File: config.mk
export PLATFORM = sky130hd
export DESIGN_NAME = c_add_sched
export DESIGN_NICKNAME = d
export VERILOG_FILES = /design/src/rtl/c_add_sched.sv
export SDC_FILE = /design/constraint.sdc
export NUM_CORES = 1
export LEC_CHECK = 0
export ABC_AREA = 1
export CAP_MARGIN = 20
export CELL_PAD_IN_SITES_DETAIL_PLACEMENT = 1
export CELL_PAD_IN_SITES_GLOBAL_PLACEMENT = 1
export CORE_ASPECT_RATIO = 0.9
export CORE_MARGIN = 5
export CORE_UTILIZATION = 28
export CTS_CLUSTER_SIZE = 16
export DETAILED_ROUTE_END_ITERATION = 8
export PLACE_DENSITY_LB_ADDON = 0.1
export SYNTH_ARGS = -nofsm -noshare
export SYNTH_HDL_FRONTEND = slang
export SYNTH_SLANG_ARGS = --single-unit
File: constraint.sdc
create_clock -name clk -period 2.4 [get_ports clk]
set_clock_uncertainty 0.1 [all_clocks]
set_input_delay 0.48 -clock clk [delete_from_list [all_inputs] [get_ports clk]]
set_output_delay 0.48 -clock clk [all_outputs]
set_load 0.005 [all_outputs]
File: src/rtl/c_add_sched.sv
// c_add_sched -- round-robin scheduler sharing one narrow c_add_nto1 adder.
//
// Grants one requester at a time, latches its num_ports operands, streams
// them to an external combinational adder `lanes` operands per cycle,
// accumulates the partial sums and returns the total tagged with the
// requester index.
//
// Optional build macro: C_ADD_SCHED_EARLY_DONE_EN
//   defined   -> ACCUM ends early once all remaining latched operands are
//                zero; an all-zero grant goes straight to DONE with sum 0.
//   undefined -> always exactly num_chunks ACCUM cycles, no zero detection.
//
// Ports:
//   clk              clock
//   reset            synchronous, active-high reset
//   req_in           per-requester request level
//   data_in          operands; requester i at [i*num_ports*width +: num_ports*width]
//   gnt_out          one-hot grant (combinational); operands captured this cycle
//   add_operands_out operands driven to the external adder, lane 0 in low bits
//   add_sum_in       external adder result, same cycle
//   sum_valid_out    one-cycle result pulse
//   sum_out          completed sum, held until the next result
//   sum_id_out       requester index the sum belongs to
module c_add_sched #(
  parameter int num_requesters = 4,
  parameter int num_ports      = 4,
  parameter int width          = 8,
  parameter int lanes          = 2,
  localparam int num_chunks    = num_ports / lanes,
  localparam int out_width     = $clog2(num_ports) + width,
  localparam int add_width     = $clog2(lanes) + width,
  localparam int id_width      = (num_requesters > 1) ? $clog2(num_requesters) : 1
) (
  input  logic                                  clk,
  input  logic                                  reset,
  input  logic [num_requesters-1:0]             req_in,
  input  logic [num_requesters*num_ports*width-1:0] data_in,
  output logic [num_requesters-1:0]             gnt_out,
  output logic [lanes*width-1:0]                add_operands_out,
  input  logic [add_width-1:0]                  add_sum_in,
  output logic                                  sum_valid_out,
  output logic [out_width-1:0]                  sum_out,
  output logic [id_width-1:0]                   sum_id_out
);

  localparam int chunk_width = (num_chunks > 1) ? $clog2(num_chunks) : 1;

  typedef enum logic [1:0] {IDLE, ACCUM, DONE} state_t;

  state_t                      state, state_next;
  logic [id_width-1:0]         rr_ptr;
  logic [id_width-1:0]         gnt_idx;
  logic [id_width-1:0]         cand;
  logic                        gnt_found;
  logic                        grant;
  logic [num_ports*width-1:0]  gnt_ops;
  logic [num_ports*width-1:0]  ops_q;
  logic [id_width-1:0]         id_q;
  logic [out_width-1:0]        acc;
  logic [out_width-1:0]        acc_next;
  logic [chunk_width-1:0]      chunk;
  logic                        last_chunk;

  // Round-robin search: first requesting index at or after rr_ptr, wrapping.
  always_comb begin
    gnt_found = 1'b0;
    gnt_idx   = '0;
    cand      = '0;
    for (int k = 0; k < num_requesters; k++) begin
      cand = id_width'((int'(rr_ptr) + k) % num_requesters);
      if (!gnt_found && req_in[cand]) begin
        gnt_found = 1'b1;
        gnt_idx   = cand;
      end
    end
  end

  // The grant window is open in IDLE and DONE so back-to-back requests
  // overlap the result cycle of the previous one.
  assign grant      = gnt_found && !reset && (state == IDLE || state == DONE);
  assign gnt_ops    = data_in[int'(gnt_idx)*(num_ports*width) +: num_ports*width];
  assign last_chunk = (chunk == chunk_width'(num_chunks - 1));
  assign acc_next   = acc + out_width'(add_sum_in);

`ifdef C_ADD_SCHED_EARLY_DONE_EN
  logic rest_zero;
  logic gnt_zero;

  // True when every latched chunk after the current one is all zero.
  always_comb begin
    rest_zero = 1'b1;
    for (int c = 0; c < num_chunks; c++) begin
      if (c > int'(chunk) && ops_q[c*(lanes*width) +: lanes*width] != '0)
        rest_zero = 1'b0;
    end
  end

  assign gnt_zero = (gnt_ops == '0);
`endif

  // NOTE: every signal driven here gets a default first, so no path can
  // leave it unassigned and infer a latch.
  always_comb begin
    state_next       = state;
    gnt_out          = '0;
    add_operands_out = '0;

    if (grant)
      gnt_out = num_requesters'(1) << gnt_idx;

    if (state == ACCUM && !reset)
      add_operands_out = ops_q[int'(chunk)*(lanes*width) +: lanes*width];

    case (state)
      IDLE, DONE: begin
`ifdef C_ADD_SCHED_EARLY_DONE_EN
        if (grant) state_next = gnt_zero ? DONE : ACCUM;
        else       state_next = IDLE;
`else
        state_next = grant ? ACCUM : IDLE;
`endif
      end
      ACCUM: begin
`ifdef C_ADD_SCHED_EARLY_DONE_EN
        if (last_chunk || rest_zero) state_next = DONE;
`else
        if (last_chunk) state_next = DONE;
`endif
      end
      default: state_next = IDLE;
    endcase
  end

  // NOTE: sequential state uses non-blocking assignments so every register
  // samples the pre-edge values regardless of statement order.
  always_ff @(posedge clk) begin
    if (reset) begin
      state         <= IDLE;
      rr_ptr        <= '0;
      acc           <= '0;
      chunk         <= '0;
      sum_valid_out <= 1'b0;
      sum_out       <= '0;
      sum_id_out    <= '0;
    end else begin
      state         <= state_next;
      sum_valid_out <= (state_next == DONE);

      if (grant) begin
        acc    <= '0;
        chunk  <= '0;
        rr_ptr <= (gnt_idx == id_width'(num_requesters - 1)) ? '0 : gnt_idx + 1'b1;
      end else if (state == ACCUM) begin
        acc   <= acc_next;
        chunk <= chunk + 1'b1;
      end

      // Result registers are loaded on entry to DONE and then hold. Entry
      // from a grant cycle only happens for an all-zero early-done request.
      if (state_next == DONE) begin
        sum_out    <= (state == ACCUM) ? acc_next : '0;
        sum_id_out <= (state == ACCUM) ? id_q : gnt_idx;
      end
    end
  end

  // NOTE: the operand/index latch is pure datapath, always written on a
  // grant before it is read, so it carries no reset.
  always_ff @(posedge clk) begin
    if (grant) begin
      ops_q <= gnt_ops;
      id_q  <= gnt_idx;
    end
  end

endmodule
### Word level (Yosys, flattened, before mapping)

Index checks and enable logic that the tools add are counted.
W data, S select, Z words.

* order comparisons: 4
* mux-type cells: 24
* add/subtract/negate cells: 6
* shift operators: 3
* reductions and logical operators: 14
* equal/unequal tests: 4

Operator list (count)
* $shiftx A128 B8 Y32: 1
* $shiftx A32 B6 Y16: 1
* $mux W16: 1
* $mux W2: 7
* $lt A2 B3 Y1 const B: 4
* $add A10 B9 Y10: 1
* $mux W10: 1
* $mux W1: 9
* $bmux W1 S2: 4
* $eq A2 B2 Y1 const B: 3
* $logic_and A1 B1 Y1: 6
* $add A2 B1 Y2 const B: 2
* $add A2 B2 Y2 const B: 2
* $logic_not A1 Y1: 4
* $mux W4: 1
* $pmux W2 S2: 1
* $reduce_or A2 Y1: 2
* $shl A1 B2 Y4 const A: 1
* $eq A2 B1 Y1 const B: 1
* $logic_not A2 Y1: 1
* $add A1 B1 Y1 const B: 1
* $logic_or A1 B1 Y1: 1

* flip-flop bits (word level): 62

### Depth between registers and ports, before layout

* depth in word-level cells: 17
* mapped depth: 17
* gate-level depth less buffers: 14

### Worst setup path before layout

Ideal clock, no wire load.

* path kind: input -> output
* from: input port req_in[3]
* to: output port gnt_out[3]
* slack: 0.104 ns
* path buffers: 2
* arrival: 1.716 ns
* required time: 1.820 ns
* stages: 13
* cells stage by stage: inv_1 > nand2_1 > nand3_1 > nand2_2 > nor2_4 > nand3_2 > nand3_2 > buf_6 > buf_6 > inv_1 > ha_1 > inv_1 > nor2_1

* elaborated cells on any way between the ends: 26
* those cells by class: 1 x shift; 17 x mux; 8 x reduce/logical

RTL lines
* from (decl): line 36 `input logic [num_requesters-1:0] req_in,`
* $bmux W1 S2: line 71 `if (!gnt_found && req_in[cand]) begin`
* $mux W1 (implied by the code): line 71
* $mux W1: line 71
* $logic_not A1 Y1: line 71
* $logic_and A1 B1 Y1: line 71
* $mux W1: line 71
* $logic_not A1 Y1: line 71
* $logic_and A1 B1 Y1: line 71
* $mux W1: line 71
* $logic_not A1 Y1: line 71
* $logic_and A1 B1 Y1: line 71
* $mux W2 (*): line 71
* named net gnt_idx[0]: line 52 `logic [id_width-1:0] gnt_idx;`
* $shl A1 B2 Y4 (*): line 109 `gnt_out = num_requesters'(1) << gnt_idx;`
* $mux W4 (*): line 108 `if (grant)`
* to (decl): line 38 `output logic [num_requesters-1:0] gnt_out,`

The timed path passes the listed nets; every way through them passes the cells marked *. The select of a mux whose other input is x is not followed.

### Worst setup path after layout

* from: register rr_ptr[0]
* to: output port gnt_out[2]

* word-level cells in the longest chain between the ends: 15
* elaborated cells on any way between the ends: 29
* those cells by class: 3 x add/sub; 1 x shift; 17 x mux; 8 x reduce/logical

Ends and longest elaborated chain
* from (decl): line 51 `logic [id_width-1:0] rr_ptr;`
* from (signal assigned): line 152 `rr_ptr <= (gnt_idx == id_width'(num_requesters - 1)) ? '0 : gnt_idx + 1'b1;`
* parallel branches: the longest is 14 deep, another holds $add A2 B1 Y2
* $mux W4 (*): line 108

Mark *: on every way between the ends. The select of a mux whose other input is x is not followed.

==> results by group <==
Clock network
  – H-tree Lvls: 3
  – Clk slew on worst S/H paths: 0.05 ns
  – Total CTS buffers: 9
  – Worst-Skew Late Latency: 0.33 ns
  – Hold_buf cts: 0
  – Clock sink total: 62
  – CTS tree: done
  – Clk buf depth: 2
  – Clock Root Buffer: clkbuf_16

Setup path
  – Crit-path most repeated cell: nand2_4
  – Crit path cell chain: buf_6, nand2_4, nand3_4, nand2_4, nor2_4, nand3_2, nand3_2, nand2_4, inv_4, ha_4, inv_2, nor2_4, buf_2
  – Arr. time, crit path: 2.08 ns
  – Startpoint Class: flop
  – Slowest-stage cell, CP: dfxtp_4
  – Crit. End Element: output pin
  – Max incr delay on CP: 0.45 ns
  – Critical Path Fanout Max: 7
  – Setup Crit Path Kind: reg2out
  – WP data required: 1.82 ns

STA
  – Hold Vio Cnt, Final: 0
  – Final WS setup: -0.2623 ns
  – Period minus WS final: 2.662 ns
  – Worst Max-Slew Pin Slew: 0.4634 ns
  – Setup TNS: -0.9888 ns
  – Final Max Slew Viols: 0
  – Max-slew headroom: 0.6911
  – Hold WS: 0.3669 ns
  – Fmax: 375.6 MHz
  – Share of the clock period used by the worst path: 1.109
  – Final setup fails: 4
  – Unrepaired setup endpoints after global routing: true

Layout
  – Final Net Count: 1111
  – Util after Layout: 0.4550
  – Most frequent cells in the layout: nand2_1, inv_1, clkdlybuf4s50_1
  – Post-route insts no fill: 1170
  – Fraction of layout cells with a size suffix above 1: 0.1668
  – Synth-to-layout area growth: 59.95%
  – Fillers: 2140
  – Commonest non-fill, non-tap cell in the layout: nand2_1
  – Number of diodes: 0

Logic synthesis
  – Main combinational cell family by area after synthesis: simple AND/OR/NAND/NOR gates
  – Ys Warns: 0
  – Synth cell types: 28
  – Xor/xnor share of the synthesized area: 0.001823
  – Post-Synthesis Cells: 750
  – Synthesized-area fraction occupied by ao, oa, aoi and oai cells: 0.05469
  – Post-synthesis mux area share: 0
  – Seq/Total Area, Yosys: 0.3292
  – Mean post-synth cell area: 6.406 um^2
  – Simple-gate area share of the yosys netlist: 0.3792
  – Cell Area, Synth: 4805 um^2
  – Post-synthesis adder-cell area fraction: 0.03802
  – #FFs+latches synth: 62
  – Net count after synthesis: 907

Hold path
  – Hold crit path type: reg2reg

Status
  – Status: finished with violations
  – Failing checks: negative setup slack

Routing
  – DRC viols: 0
  – Drt wl/cell: 17.05 um
  – Pre-Repair DR Iteration Count: 4
  – Vias: 5501
  – Detail-routed via count per cell: 4.702
  – Drt initial violations: 184
  – WL final: 19950 um
  – Detail Route Antenna Nets: 0

Die
  – Core footprint: 16890 um^2
  – Starting Density: 0.2844
  – Ports: 176
  – Row count: 45
  – Die width: 148.1 um
  – Die Footprint: 19880 um^2
  – Die H: 134.3 um

GRT
  – Pin count of the biggest net entering global routing: 65
  – Antenna violations before repair: 1
  – All-layer global routing usage: 0.1888
  – Total gr overflow: 0
  – Vias in the first global route: 5939
  – First-pass GRT wire length: 30380 um

Place
  – Placed wire-length estimate: 13550 um
  – Buffers on Ports: 175
  – RePlAce Congestion: 0.8903
  – Total placed cells including tap cells: 1129

Power
  – Tot Pwr: 9.305 mW
  – Power density cells: 1211 nW/um^2
  – Max IR drop VDD: 0.7895 mV
  – Leakage power: 3.800 nW

Flow run
  – Max Cap Viol: 0
-- stage by stage --
step / instance area, um^2 / worst slack (ns)
CTS: 7412 / -0.2285
finish: 7685 / -0.2623
global route: 7685 / -0.3770
detailed placement: 6907 / -0.8598
global placement: 6907 / -0.7676
floorplan: 4805 / 0.1040
-- metal layers --
metal | global-route usage | routed length (um) | up-vias
met3 | 0.04459 | 987 | 24
met1 | 0.2434 | 9230 | 2561
met4 | 0.05849 | 303 | 2
met2 | 0.3140 | 9418 | 128
met5 | 0 | 13 | -
li1 | - | - | 2786
-- state kept, by name, indices dropped and copies added (netlist names) --
register	cells
ops_q	32
rr_ptr	2
sum_out	10
id_q	2
sum_id_out	2
sum_valid_out	1
chunk	1
state	2
acc	10
-- worst max-delay path: cells and delay by family (launching register included) --
family        cells  cell delay, ns
flops             1            0.45
simple gates      8            0.77
fa+ha+maj         1            0.13
buf+inv           4            0.39
-- worst paths after layout --
kind	from	to	slack (ns)	depth (start not counted)
min	sum_out[2]	sum_out[2]	0.37	2
max reg2reg	rr_ptr[0]	ops_q[25]	0.09	13
min reg2reg	sum_out[2]	sum_out[2]	0.37	2
max	rr_ptr[0]	gnt_out[2]	-0.26	13
-- cell families (layout without fill, tap and decap cells) --
family                     count (synthesis)  in the layout
and+or+nand+nor                          395            395
buffers and inverters                    227            436
DFF                                       62             62
AOI/OAI and AO/OA                         51             51
adders and majority gates                 14             14
xor gates and xnor gates                   1              1
-- power by group --
part           internal, mW  switching, mW  total (mW)  leakage, nW
Sequential             1.81          0.177        1.99        0.551
Clock                 0.690          0.454        1.14        0.123
Combinational          2.50           3.67        6.17         3.13
Total                  5.00           4.31        9.31         3.80
-- cell usage after synthesis, drive strengths merged --
cell type	count	area, um^2
a21oi	23	115.1
clkbuf	5	18.77
nor3	3	15.01
fa	1	20.02
nand2	201	767.0
nand3	89	460.4
buf	38	235.2
dfxtp	28	560.5
inv	184	693.2
nand4	70	437.9
o21bai	2	15.01
nor2	30	127.6
o211ai	1	7.510
edfxtp	34	1021
xor2	1	8.760
o21ai	25	125.1
ha	13	162.7
nand3b	1	7.510
or2	1	6.260
-- timing repair --
item	4_1_cts	5_1_grt
gates cloned	1	7
buffers inserted	20	2
pin swaps	26	11
setup endpoints to repair	52	55
gates resized for setup	152	38
-- layout make-up --
type                       count  area, um^2  area share
multi-input combinational    461        2511      0.3268
timing repair buffer         235        2357      0.3067
sequential                    62        1590      0.2069
inverter                     184       703.2     0.09150
tap                          211       264.0     0.03435
clock buffer                  13       240.2     0.03126
clock inverter                 3       12.51    0.001628
timing repair inverter         1       6.256   0.0008141
Note: power is estimated with default switching activity, not from simulation.
